## src/rtl/beat_sequencer.sv

```systemverilog
// Tempo and beat source for the note-check stage: steps a beat index through the song,
// judges the hit count against the required count at each beat boundary, and ends in win or loss.
module beat_sequencer #(
  parameter int BEAT_DIV  = 25000000,
  parameter int LAST_BEAT = 96,
  parameter int DIV_W     = 25
) (
  input  logic       clk,
  input  logic       rst,
  input  logic       start,
  input  logic       pause,
  input  logic [5:0] hit_cnt,
  input  logic [5:0] req_cnt,
  output logic [6:0] beat_cnt,
  output logic       beat_tick,
  output logic [1:0] state,
  output logic       game_over,
  output logic       song_done
);

  typedef enum logic [1:0] {
    S_IDLE  = 2'd0,
    S_RUN   = 2'd1,
    S_PAUSE = 2'd2,
    S_END   = 2'd3
  } state_t;

  localparam logic [DIV_W-1:0] DIV_LAST  = DIV_W'(BEAT_DIV - 1);
  localparam logic [6:0]       BEAT_LAST = 7'(LAST_BEAT);

  state_t           st;
  logic [DIV_W-1:0] div;

  assign state = st;

  // NOTE: every register here is state, so the whole block uses non-blocking
  // assignments; reset is synchronous and wins over every other input.
  always_ff @(posedge clk) begin
    if (rst) begin
      st        <= S_IDLE;
      beat_cnt  <= 7'd0;
      div       <= '0;
      beat_tick <= 1'b0;
      game_over <= 1'b0;
      song_done <= 1'b0;
    end else begin
      beat_tick <= 1'b0;
      case (st)
        S_IDLE, S_END: begin
          if (start) begin
            st        <= S_RUN;
            beat_cnt  <= 7'd1;
            div       <= '0;
            beat_tick <= 1'b1;
            game_over <= 1'b0;
            song_done <= 1'b0;
          end
        end
        S_RUN: begin
          // Pause beats a coincident boundary; div stays put so the boundary
          // is re-evaluated on the first cycle after resume.
          if (pause) begin
            st <= S_PAUSE;
          end else if (div == DIV_LAST) begin
            div <= '0;
            if (hit_cnt < req_cnt) begin
              st        <= S_END;
              game_over <= 1'b1;
            end else if (beat_cnt == BEAT_LAST) begin
              st        <= S_END;
              song_done <= 1'b1;
            end else begin
              beat_cnt  <= beat_cnt + 7'd1;
              beat_tick <= 1'b1;
            end
          end else begin
            div <= div + 1'b1;
          end
        end
        S_PAUSE: begin
          if (!pause) st <= S_RUN;
        end
        default: st <= S_IDLE;
      endcase
    end
  end

endmodule

```

## config.mk

```make
export PLATFORM = sky130hd
export DESIGN_NAME = beat_sequencer
export DESIGN_NICKNAME = d
export VERILOG_FILES = /design/src/rtl/beat_sequencer.sv
export SDC_FILE = /design/constraint.sdc
export NUM_CORES = 1
export LEC_CHECK = 0
export BUFFER_PORTS_ARGS = -buffer_cell sky130_fd_sc_hd__clkbuf_2
export CORE_MARGIN = 5
export CORE_UTILIZATION = 57
export DETAILED_ROUTE_END_ITERATION = 6
export PLACE_DENSITY = 0.79
export SYNTH_ARGS = -nofsm -noshare
export SYNTH_HDL_FRONTEND = slang
export SYNTH_SLANG_ARGS = --single-unit
```

## constraint.sdc

```tcl
create_clock -name clk -period 2.6 [get_ports clk]
set_input_delay 0.13 -clock clk [delete_from_list [all_inputs] [get_ports clk]]
set_output_delay 0.13 -clock clk [all_outputs]
set_load 0.02 [all_outputs]
```

# Word level (Yosys, flattened, before mapping)
# Index checks and enable logic that the tools add are counted.
# word_totals
ff_bits,37
inputBits,16
output_inout_bits,12
elab_cells,65
# classes
addsub,2
order_cmp,1
n_eq_ne,15
n_mux,33
reduce_logical,8
# op_table
operator,n
$mux W25,3
$pmux W25 S2,1
$mux W7,5
$add A25 B1 Y25 const B,1
$eq A25 B25 Y1 const B,1
$ne A2 B2 Y1 const B,8
$pmux W7 S2,1
$mux W1,13
$mux W2,6
$reduce_and A6 Y1,2
$add A7 B1 Y7 const B,1
$eq A7 B7 Y1 const B,1
$lt A6 B6 Y1,1
$pmux W1 S2,3
$pmux W2 S3,1
$reduce_and A5 Y1,1
$eq A2 B2 Y1 const B,2
$ne A4 B4 Y1 const B,1
$reduce_and A4 Y1,1
$ne A3 B3 Y1 const B,1
$reduce_and A3 Y1,1
$eq A2 B1 Y1 const B,1
$logic_not A2 Y1,1
$reduce_bool A2 Y1,1
$reduce_or A2 Y1,1

# Logic depth before layout (Yosys ltp)
# Gate-level depths: netlist (run 1).
# depth
word_depth,6
mapped_depth,10

# Worst setup path before layout (run 1)
# No wires, ideal clock.
# synth_timing
path_type,register to register
from,register st[0] (netlist: state[0])
to,register div[19]
setup_ns,0.070
t_arrival_ns,2.325
t_required_ns,2.530
path_slack_ns,0.205
stages_incl_launch_ff,10
n_path_buf,1
period_less_slack_ns,2.395
path_cell_list,dfxtp_1 -> inv_1 -> ha_1 -> nor2b_1 -> or3_1 -> clkbuf_1 -> nor2_1 -> nand2_1 -> or3_1 -> a21oi_1
# synth_between
elab_chain_cells,4
# synth_rtl
item,line,source
from (decl),31,state_t st;
from (signal assigned),40,st <= S_IDLE;
from (signal assigned),51,st <= S_RUN;
from (signal assigned),63,st <= S_PAUSE;
$eq A2 B2 Y1 or $logic_not A2 Y1 (tied branches),48,case (st)
$reduce_or A2 Y1,48,
$ne A2 B2 Y1 (no line) or $reduce_bool A2 Y1 (tied branches),-,
$reduce_and A3 Y1 (no line),-,
to (signal assigned),77,div <= div + 1'b1;
to (decl),32,logic [DIV_W-1:0] div;
# Parallel ways exist; a longest one is shown, timed or not.
# A chain may end at the register's enable or synchronous reset.

# Final worst setup path (run 1)
# Same ends and word-level chain as after synthesis.

==> metrics.md, run 1 <==
| Metric | Value |
|---|---|
| EDFF count, synth | `0` |
| Period utilisation layout | `92.19%` |
| Combinational share of power | `28.2%` |
| Pwr dens | `563.6 mW/mm^2` |
| Number of global-route vias before repair | `1759` |
| Placer Congestion | `0.8891` |
| Hold WC Path Type | `in -> reg` |
| Pin count of the biggest net entering global routing | `20` |
| Leak Pwr | `1.004 nW` |
| Overall routing resource usage | `19.67%` |
| Worst hold stages | `3` |
| CP Class | `reg -> reg` |
| R2r setup slk | `0.20 ns` |
| Core ar. | `0.003689 mm^2` |
| H-tree levels | `2` |
| Status | `completed` |
| Final hold viol count | `0` |
| Dpl hpwl | `3576 um` |
| Pint | `0.9044 mW` |
| Fin Setup TNS | `0 ns` |
| Switching share of power | `34.50%` |
| Skew final | `0.01046 ns` |
| Worst-Margin Slew | `0.6319 ns` |
| Rows | `22` |
| RR Startpoint | `state[0]` |
| Clock share of power | `28.0%` |
| DRT Pass-1 Iters | `4` |
| IO buf count | `27` |
| Worst slew margin | `57.48%` |
| Clock sinks | `37` |
| Crit path cell chain | `inv_1 > ha_1 > nor2b_1 > or3_1 > nor2_1 > nand2_1 > or3_1 > a21oi_1` |
| Required time of the critical path | `2.82 ns` |
| Synthesized flop and latch total | `37` |
| Most frequent CP cell | `or3_1` |
| Yosys cell types | `55` |
| Area of the multi-input gates | `0.001348 mm^2` |
| Sequential power share | `43.8%` |
| Leading area contributor after synthesis | `dfxtp_1` |
| First DRT Iteration DRCs | `202` |
| FILL cells | `346` |
| NumNets Final | `322` |
| CTS max path bufs | `2` |
| Post-Syn Area | `0.002172 mm^2` |
| Diodes inserted | `0` |
| DR WL/cell | `13.93 um` |
| Post-synth top area share | `34.10%` |
| Max VDD drop | `0.3324 mV` |
| CP startpoint | `state[0]` |
| Die W | `71.73 um` |
| Hold Buf Count CTS | `0` |
| CTS Buf Count | `5` |
| Initial antenna violation count | `0` |
| Fin crit period | `2.397 ns` |
| Clock network latency to the later pin of the worst-skew pair | `0.29 ns` |
| Cell count after synthesis | `262` |
| Post-Syn Nets | `289` |
| Slew Viols, Final | `0` |
| Starting Density | `58.89%` |
| Area growth from synthesis to layout | `12.79%` |
| Most frequent cell after synthesis | `dfxtp_1` |
| Crit path launch type | `register` |
| Vias | `1989` |
| Average cell area after synthesis | `8.290 um^2` |
| Remaining DRCs | `0` |
| Register area | `740.7 um^2` |
| Post-CTS Setup Repair Bufs | `0` |
| CP Capture Type | `register` |
| Switching Power | `0.4764 mW` |
| Resize count post-CTS | `0` |
| Synthesis Warnings | `0` |
| Via/cell ratio | `5.782` |
| Commonest cells post-synth | `dfxtp_1 (37), nor2_1 (32), nand2_1 (24)` |
| First-pass GRT wire length | `8148 um` |
| Die area | `0.005145 mm^2` |
| Delay-heaviest family, CP | `simple AND/OR/NAND/NOR gates` |
| Fmax | `0.4172 GHz` |
| Slowest CP cell | `or3_1` |
| Register area share after synthesis | `34.10%` |
| Clk pin slew, worst setup/hold paths | `0.08 ns` |
| Die Ht | `71.73 um` |
| CP arrival | `2.62 ns` |
| RSZ-0062 raised after global routing | `no` |
| Final wirelength | `4793 um` |
| Reg2reg end | `div[19]` |
| Share of layout cells above drive strength 1 | `17.57%` |
| CP Depth | `8` |
| MaxCap Viol Count | `0` |
| Largest cells by area after synthesis | `dfxtp_1 (34%), ha_1 (6.3%), nor2_1 (5.5%)` |
| Total gr overflow | `0` |
| I/O pin count | `28` |
| Hold slack | `0.2198 ns` |
| Main synth FF type | `dfxtp_1` |
| CP max FO | `6` |
| CTS tree | `done` |
| Post-synth ARST share | `0%` |
| Final Setup Violations | `0` |
| CP max stage delay | `0.50 ns` |
| Crit path capture | `div[19]` |
| Worst reg-to-reg path cell count | `8` |
| Root Buffer | `clkbuf_8` |
| Critical path buffers and inverters | `1` |
| Antenna viol nets, final | `0` |
[worst register-to-register path: cells and delay by family, from the launching register on]
kind | cells | cell delay, ns
adders and majority gates | 1 | 0.35
buffers and inverters | 1 | 0.08
DFF | 1 | 0.38
AOI/OAI and AO/OA | 1 | 0.14
and+or+nand+nor | 5 | 1.38
[power groups by stage]
stage          Sequential, mW  Clock (mW)  Combinational (mW)
2_1_floorplan           0.632           0               0.258
3_3_place_gp            0.616           0               0.383
6_report                0.605       0.386               0.390
3_5_place_dp            0.617           0               0.382
5_1_grt                 0.608       0.421               0.430
4_1_cts                 0.604       0.396               0.385
[layer usage]
metal / GRT usage [%] / vias up / share of wire (%)
li1: - / 1014 / -
met1: 26.67 / 910 / 48
met2: 30.20 / 55 / 45
met3: 4.348 / 10 / 5.3
met4: 7.724 / 0 / 1.7
met5: 0 / - / 0
[stage by stage]
| step | area, um^2 | power [mW] | util [%] | setup WS [ns] | cells |
|---|---|---|---|---|---|
| 2_1_floorplan | 2172 | 0.8898 | - | 0.2047 | 262 |
| 3_3_place_gp | 2365 | 0.9984 | 64.11 | 0.3052 | 336 |
| 3_5_place_dp | 2365 | 0.9991 | 64.11 | 0.1841 | 336 |
| 4_1_cts | 2445 | 1.386 | 66.28 | 0.1552 | 344 |
| 5_1_grt | 2450 | 1.460 | 66.42 | 0.04543 | 344 |
| 6_report | 2450 | 1.381 | 66.42 | 0.2030 | 344 |
[cell families (layout without fill, tap and decap cells)]
| logic type | Yosys count | in the layout | synth area share, % |
|---|---|---|---|
| buffers and inverters | 19 | 53 | 4.090 |
| flip-flops | 37 | 37 | 34.10 |
| AND/OR/NAND/NOR | 138 | 138 | 36.18 |
| XOR/XNOR | 17 | 17 | 6.855 |
| adder cells (fa/ha/maj) | 11 | 11 | 6.336 |
| AO/OA/AOI/OAI | 39 | 39 | 11.98 |
| multiplexers | 1 | 1 | 0.4608 |
[layout make-up]
| type | instances | area share [%] |
|---|---|---|
| Timing Repair Buffer | 32 | 7.048 |
| Tap cell | 48 | 2.451 |
| Sequential cell | 37 | 30.23 |
| Multi-Input combinational cell | 206 | 55.01 |
| Inverter | 13 | 1.992 |
| Clock buffer | 8 | 3.269 |
[how the worst min path moves through the flow]
stage / startpoint / to / slack [ns]
6_report: pause / beat_tick / 0.22
5_1_grt: pause / beat_tick / 0.22
4_1_cts: pause / beat_tick / 0.20
3_5_place_dp: game_over / game_over / 0.46
3_3_place_gp: game_over / game_over / 0.44
2_1_floorplan: pause / beat_tick / 0.31
[placed cells by master (no fill, tap or decap), types with 6 or more instances in the layout]
| cell type | instances |
|---|---|
| a21oi_1 | 13 |
| and3_1 | 6 |
| clkbuf_2 | 27 |
| dfxtp_1 | 37 |
| ha_1 | 11 |
| inv_1 | 13 |
| nand2_1 | 24 |
| nand3_1 | 13 |
| nor2_1 | 32 |
| nor3_1 | 11 |
| nor4_1 | 6 |
| o21ai_0 | 6 |
| xnor2_1 | 8 |
| xor2_1 | 9 |
[registers in the layout (all words and copies together) (netlist names)]
signal	count
game_over	1
song_done	1
beat_tick	1
div	25
state	2
beat_cnt	7
(Power assumes the default switching activity.)
==> run 2: changes to the inputs <==
CORE_MARGIN = default   (was 5)
==> run 2 against run 1 <==
Sequential power barely moved. Worst setup slack got worse by 0.039 ns. Worst hold slack got worse by 0.012 ns. Utilization rose by 1.1 points. Critical path depth did not move. Via count rose by 2.6%. Total power rose by 2.7%. Routed wire length fell by 1.3%. Clock power rose by 3%. First-iteration DRC count fell by 38%. Non-clock buffer count rose by 3. Critical path type unchanged. Critical endpoint is now div[23].
==> metrics.md, run 2 (synthesis gave the netlist of run 1 again) <==
| Metric | Value |
|---|---|
| Hold_sp | `pause` |
| IO buf count | `27 (unchanged)` |
| CP max FO | `6 (unchanged)` |
| CTS tree | `done` |
| Commonest non-fill, non-tap cells in the layout | `dfxtp_1 (37), nor2_1 (32), clkbuf_2 (27)` |
| Max VDD drop | `0.4156 mV (+25%)` |
| Reg2reg end | `div[23]` |
| Die Ht | `63.73 um (-11%)` |
| Switching Power | `0.4962 mW (+4.2%)` |
| Status | `completed` |
| Combinational share of power | `29.4% (+1.2 points)` |
| Clock sinks | `37 (unchanged)` |
| Worst hold stages | `3 (unchanged)` |
| CP max stage delay | `0.49 ns (about the same)` |
| MaxCap Viol Count | `0 (unchanged)` |
| FILL cells | `314 (-9.2%)` |
| Antenna viol nets, final | `0 (unchanged)` |
| RSZ-0062 raised after global routing | `no` |
| Final hold viol count | `0 (unchanged)` |
| Die W | `63.73 um (-11%)` |
| I/O pin count | `28 (unchanged)` |
| Overall routing resource usage | `25.69% (+6.0 points)` |
| Leak Pwr | `1.023 nW (+1.9%)` |
| Rows | `22 (unchanged)` |
| CTS Buf Count | `5 (unchanged)` |
| Starting Density | `59.33% (+0.44 points)` |
| CP Class | `reg -> reg` |
| Share of layout cells above drive strength 1 | `19.06% (+1.5 points)` |
| Register name with the most flops | `div` |
| Post-Place Setup Slack | `0.1954 ns (+0.01123 ns)` |
| CP Capture Type | `register` |
| Pwr dens | `573.2 mW/mm^2 (+1.7%)` |
| Crit path cell chain | `inv_1 > ha_1 > nor2b_1 > or3_1 > nor3b_1 > and3_1 > xnor2_1 > nor2_1` |
| Diodes inserted | `0 (unchanged)` |
| Fin Setup TNS | `0 ns (unchanged)` |
| H-tree levels | `2 (unchanged)` |
| Fin crit period | `2.436 ns (+0.03889 ns)` |
| NumNets Final | `325 (+0.93%)` |
| Worst-Margin Slew | `0.5384 ns (-0.09353 ns)` |
| Sequential power share | `42.7% (-1.1 points)` |
| Vias | `2041 (+2.6%)` |
| Clk pin slew, worst setup/hold paths | `0.08 ns (about the same)` |
| Pin count of the biggest net entering global routing | `20 (unchanged)` |
| Clock network latency to the later pin of the worst-skew pair | `0.29 ns (about the same)` |
| Core ar. | `0.003661 mm^2 (-0.75%)` |
| Clock share of power | `28.0% (about the same)` |
| Period utilisation layout | `93.69% (+1.5 points)` |
| R2r setup slk | `0.16 ns (-0.04 ns)` |
| Setup slack after layout | `0.1641 ns (-0.03889 ns)` |
| Die area | `0.004062 mm^2 (-21%)` |
| Total gr overflow | `0 (unchanged)` |
| Slew Viols, Final | `0 (unchanged)` |
| Placer Congestion | `0.8946 (+0.62%)` |
| Post-CTS Setup Repair Bufs | `0 (unchanged)` |
| Largest register FFs | `25 (unchanged)` |
| Delay-heaviest family, CP | `simple AND/OR/NAND/NOR gates` |
| Skew final | `0.009482 ns (-0.0009813 ns)` |
| RR Startpoint | `state[0]` |
| Slowest CP cell | `or3_1` |
| Via/cell ratio | `5.882 (+1.7%)` |
| First-pass GRT wire length | `8176 um (+0.34%)` |
| Pint | `0.9218 mW (+1.9%)` |
| Hold WC Path Type | `in -> reg` |
| Final wirelength | `4732 um (-1.3%)` |
| First DRT Iteration DRCs | `126 (-38%)` |
| Most common cell after layout, fill and taps aside | `dfxtp_1` |
| DR WL/cell | `13.64 um (-2.1%)` |
| Hold endpoint | `beat_tick` |
| Worst reg-to-reg path cell count | `8 (unchanged)` |
| Root Buffer | `clkbuf_8` |
| Resize count post-CTS | `0 (unchanged)` |
| Switching share of power | `34.99% (+0.49 points)` |
| Critical path buffers and inverters | `1 (unchanged)` |
| DRT Pass-1 Iters | `6 (+2)` |
| Number of global-route vias before repair | `1837 (+4.4%)` |
| Area growth from synthesis to layout | `13.88%` |
| Remaining DRCs | `0 (unchanged)` |
| CTS max path bufs | `2 (unchanged)` |
| Required time of the critical path | `2.79 ns (-0.03 ns)` |
| Fmax | `0.4105 GHz (-1.6%)` |
| Hold Buf Count CTS | `0 (unchanged)` |
| CP arrival | `2.62 ns (about the same)` |
| Worst slew margin | `63.83% (+6.3 points)` |
| Final Setup Violations | `0 (unchanged)` |
| Crit path launch type | `register` |
| Post-layout util | `67.57% (+1.1 points)` |
| Initial antenna violation count | `0 (unchanged)` |
| Dpl hpwl | `3568 um (-0.20%)` |
[run 2: worst max-delay path by stage]
stage,start,cells after the start,endpoint,slack [ns]
after global routing,state[0],8,div[23],0.03
after global placement,state[0],8,div[23],0.31
final,state[0],8,div[23],0.16
after CTS,state[0],8,div[23],0.17
after detailed placement,state[0],8,div[23],0.20
after floorplan,state[0],9,div[19],0.20
[run 2: worst reg2reg max path, delay by kind of cell (launching register included)]
kind / cells / cell delay (ns)
XOR/XNOR: 1 / 0.11
flip-flops: 1 / 0.39
adder cells (fa/ha/maj): 1 / 0.35
AND/OR/NAND/NOR: 5 / 1.40
buffers and inverters: 1 / 0.08
[run 2: power by group through the flow]
stage / registers [mW] / clock network [mW] / logic, mW
4_1_cts: 0.605 / 0.404 / 0.412
6_report: 0.605 / 0.397 / 0.416
3_3_place_gp: 0.616 / 0 / 0.411
2_1_floorplan: 0.632 / 0 / 0.258
5_1_grt: 0.607 / 0.427 / 0.460
3_5_place_dp: 0.618 / 0 / 0.410
[run 2: through the flow]
step	hold slack, ns	std cells	instance area (um^2)	power, mW
CTS	0.1958	347	2474	1.422
detailed placement	0.4575	339	2387	1.028
finish	0.2076	347	2474	1.418
floorplan	0.3115	262	2172	0.8898
global route	0.2211	347	2474	1.495
global placement	0.4424	339	2387	1.027
[run 2: final cells by class]
cell class,instances,area (um^2),share of cell area [%]
Sequential cell,37,740.7,29.94
Timing Repair Buffer,35,195.2,7.891
Clock inverter,3,17.52,0.7081
Tap cell,48,60.06,2.428
Inverter,13,48.80,1.973
Multi-Input combinational cell,206,1343,54.27
Clock buffer,5,68.82,2.782
[run 2: layer usage]
layer / part of all wire [%] / wire length, um / track usage, % / vias to the layer above
met5: 0 / 0 / 0 / -
met4: 1.3 / 60 / 9.943 / 0
met3: 5.0 / 238 / 7.143 / 7
met2: 47 / 2209 / 39.49 / 46
met1: 47 / 2224 / 33.93 / 971
li1: - / - / - / 1017
==> run 3: changes to the inputs <==
--- a/config.mk
+++ b/config.mk
@@ -8,5 +8,5 @@
 export BUFFER_PORTS_ARGS = -buffer_cell sky130_fd_sc_hd__clkbuf_2
-export CORE_UTILIZATION = 57
+export CORE_UTILIZATION = 52
 export DETAILED_ROUTE_END_ITERATION = 6
-export PLACE_DENSITY = 0.79
+export PLACE_DENSITY = 0.76
 export SYNTH_ARGS = -nofsm -noshare
==> constraint.sdc (replaced) <==
create_clock -name clk -period 2.2 [get_ports clk]
set_input_delay 0.11 -clock clk [delete_from_list [all_inputs] [get_ports clk]]
set_output_delay 0.11 -clock clk [all_outputs]
set_load 0.1 [all_outputs]
==> run 3 against run 2 <==
Via count increased by 4.7%. Total power is 38% higher. Die area increased by 9.3%. Combinational power is 75% higher. Routed wire length rose by 11%. Largest cell class unchanged.
==> metrics.md, run 3 (synthesis gave the netlist of run 1 again) <==
| Metric | Value |
|---|---|
| Share of layout cells above drive strength 1 | `33.33% (+14 points)` |
| Clk pin slew, worst setup/hold paths | `0.08 ns (about the same)` |
| Via/cell ratio | `5.711 (-2.9%)` |
| Vias | `2136 (+4.7%)` |
| DR WL/cell | `14.04 um (+3.0%)` |
| Die W | `66.63 um (+4.6%)` |
| Post-Place Setup Slack | `-0.03572 ns (-0.2311 ns)` |
| Dpl hpwl | `4007 um (+12%)` |
| Design area | `0.002835 mm^2 (+15%)` |
| H-tree levels | `2 (unchanged)` |
| Diodes inserted | `0 (unchanged)` |
| Max VDD drop | `0.3886 mV (-6.5%)` |
| Placer Congestion | `0.8710 (-2.6%)` |
| DRT Pass-1 Iters | `4 (-2)` |
| I/O pin count | `28 (unchanged)` |
| RSZ-0062 raised after global routing | `yes` |
| Hold WC Path Type | `in -> reg` |
| Total power | `1.953 mW (+38%)` |
| CTS tree | `done` |
| Clock sinks | `37 (unchanged)` |
| CP arrival | `2.33 ns (-0.29 ns)` |
| Starting Density | `54.30% (-5.0 points)` |
| Register area | `764.5 um^2 (+3.2%)` |
| Leak Pwr | `1.197 nW (+17%)` |
| CP Class | `reg -> reg` |
| Final Setup Violations | `0 (unchanged)` |
| Initial antenna violation count | `0 (unchanged)` |
| CTS Buf Count | `5 (unchanged)` |
| Commonest non-fill, non-tap cells in the layout | `nor2_1 (31), buf_4 (31), clkbuf_2 (27)` |
| Rows | `23 (+4.5%)` |
| Pwr dens | `688.8 mW/mm^2 (+20%)` |
| CP max FO | `7 (+1)` |
| Area growth from synthesis to layout | `30.53%` |
| Core ar. | `0.004000 mm^2 (+9.3%)` |
| Final hold viol count | `0 (unchanged)` |
| Required time of the critical path | `2.38 ns (-0.41 ns)` |
| Crit path launch type | `register` |
| Antenna viol nets, final | `0 (unchanged)` |
| Fin crit period | `2.141 ns (-0.2950 ns)` |
| Largest register FFs | `25 (unchanged)` |
| Hold slack | `0.2107 ns (+0.003115 ns)` |
| First-pass GRT wire length | `8666 um (+6.0%)` |
| Crit path cell chain | `inv_4 > ha_4 > nor2b_1 > or3_1 > nor3b_2 > and3_1 > xnor2_1 > nor2_1` |
| Slowest CP cell | `or3_1` |
| Worst-Margin Slew | `0.5434 ns (+0.005038 ns)` |
| Clock network latency to the later pin of the worst-skew pair | `0.30 ns (about the same)` |
| CP Capture Type | `register` |
| FILL cells | `325 (+3.5%)` |
| CP max stage delay | `0.54 ns (+0.05 ns)` |
| Fmax | `0.4671 GHz (+14%)` |
| Setup slack after layout | `0.05913 ns (-0.1050 ns)` |
| Slew Viols, Final | `0 (unchanged)` |
| First DRT Iteration DRCs | `100 (-21%)` |
| Delay-heaviest family, CP | `simple AND/OR/NAND/NOR gates` |
| Register name with the most flops | `div` |
| NumNets Final | `350 (+7.7%)` |
| IO buf count | `27 (unchanged)` |
| MaxCap Viol Count | `0 (unchanged)` |
| Number of global-route vias before repair | `1954 (+6.4%)` |
| Skew final | `0.01430 ns (+0.004821 ns)` |
| Area of the multi-input gates | `0.001459 mm^2 (+8.7%)` |
| Overall routing resource usage | `25.99% (+0.29 points)` |
| Total gr overflow | `0 (unchanged)` |
| Final wirelength | `5252 um (+11%)` |
| Root Buffer | `clkbuf_8` |
| CTS max path bufs | `2 (unchanged)` |
| Die Ht | `66.63 um (+4.6%)` |
| Remaining DRCs | `0 (unchanged)` |
| Period utilisation layout | `97.31% (+3.6 points)` |
| Die area | `0.004440 mm^2 (+9.3%)` |
| Critical path buffers and inverters | `1 (unchanged)` |
| Worst slew margin | `63.92% (+0.094 points)` |
| Pin count of the biggest net entering global routing | `20 (unchanged)` |
| Status | `completed` |
| Placed Area | `0.002665 mm^2 (+12%)` |
## run 3: changes by cell type in the layout (fill, tap and decap cells not counted), moves of 3 or more
cell	delta
buf_4	+23
dfxtp_1	-11
dfxtp_4	+4
nand2_1	-3
dfxtp_2	+7
## run 3: area by class of cell
cell class | count | share of cell area (%)
clock buffer | 8 | 3.177
inverter | 13 | 1.809
multi-input combinational | 206 | 51.46
sequential | 37 | 26.96
tap | 50 | 2.207
timing repair buffer | 60 | 14.39
## run 3: metrics by stage
stage	TNS (ns)	util, %	cells
2_1_floorplan	-0.3564	-	262
3_3_place_gp	0	66.63	362
3_5_place_dp	-0.03957	66.63	362
4_1_cts	0	69.88	373
5_1_grt	-0.008371	70.88	374
6_report	0	70.88	374
## run 3: metal layers
metal	GRT usage, %	vias up	share of wire, %
met3	5.651	11	3.9
met1	31.08	1015	45
met4	10.11	0	2.2
met5	0	-	0
met2	44.70	43	49
li1	-	1067	-
## run 3: worst min-delay path, cell delays in order
cell	delay, ns
clkbuf_2	0.17
o21a_1	0.15
nor3_1	0.04
## run 3: timing repair
action,in CTS,in global routing
hold buffers,0,0
resized for setup,3,6
pin swaps,6,7
setup buffers,3,1
endpoints found under the setup margin,2,6
## run 3: path summary, 6_finish.rpt
kind                             startpoint           to  slack, ns  depth (start not counted)
worst max-delay path               state[0]      div[23]       0.06                          8
worst min-delay path                  pause    beat_tick       0.21                          3
worst max register to register     state[0]      div[23]       0.06                          8
worst min register to register  beat_cnt[0]  beat_cnt[0]       0.47                          1
## run 3: power by group
group          switching [mW]  internal, mW  total [mW]
logic                   0.469         0.262       0.730
clock network           0.242         0.256       0.497
registers              0.0275         0.698       0.725
total                   0.738          1.22        1.95
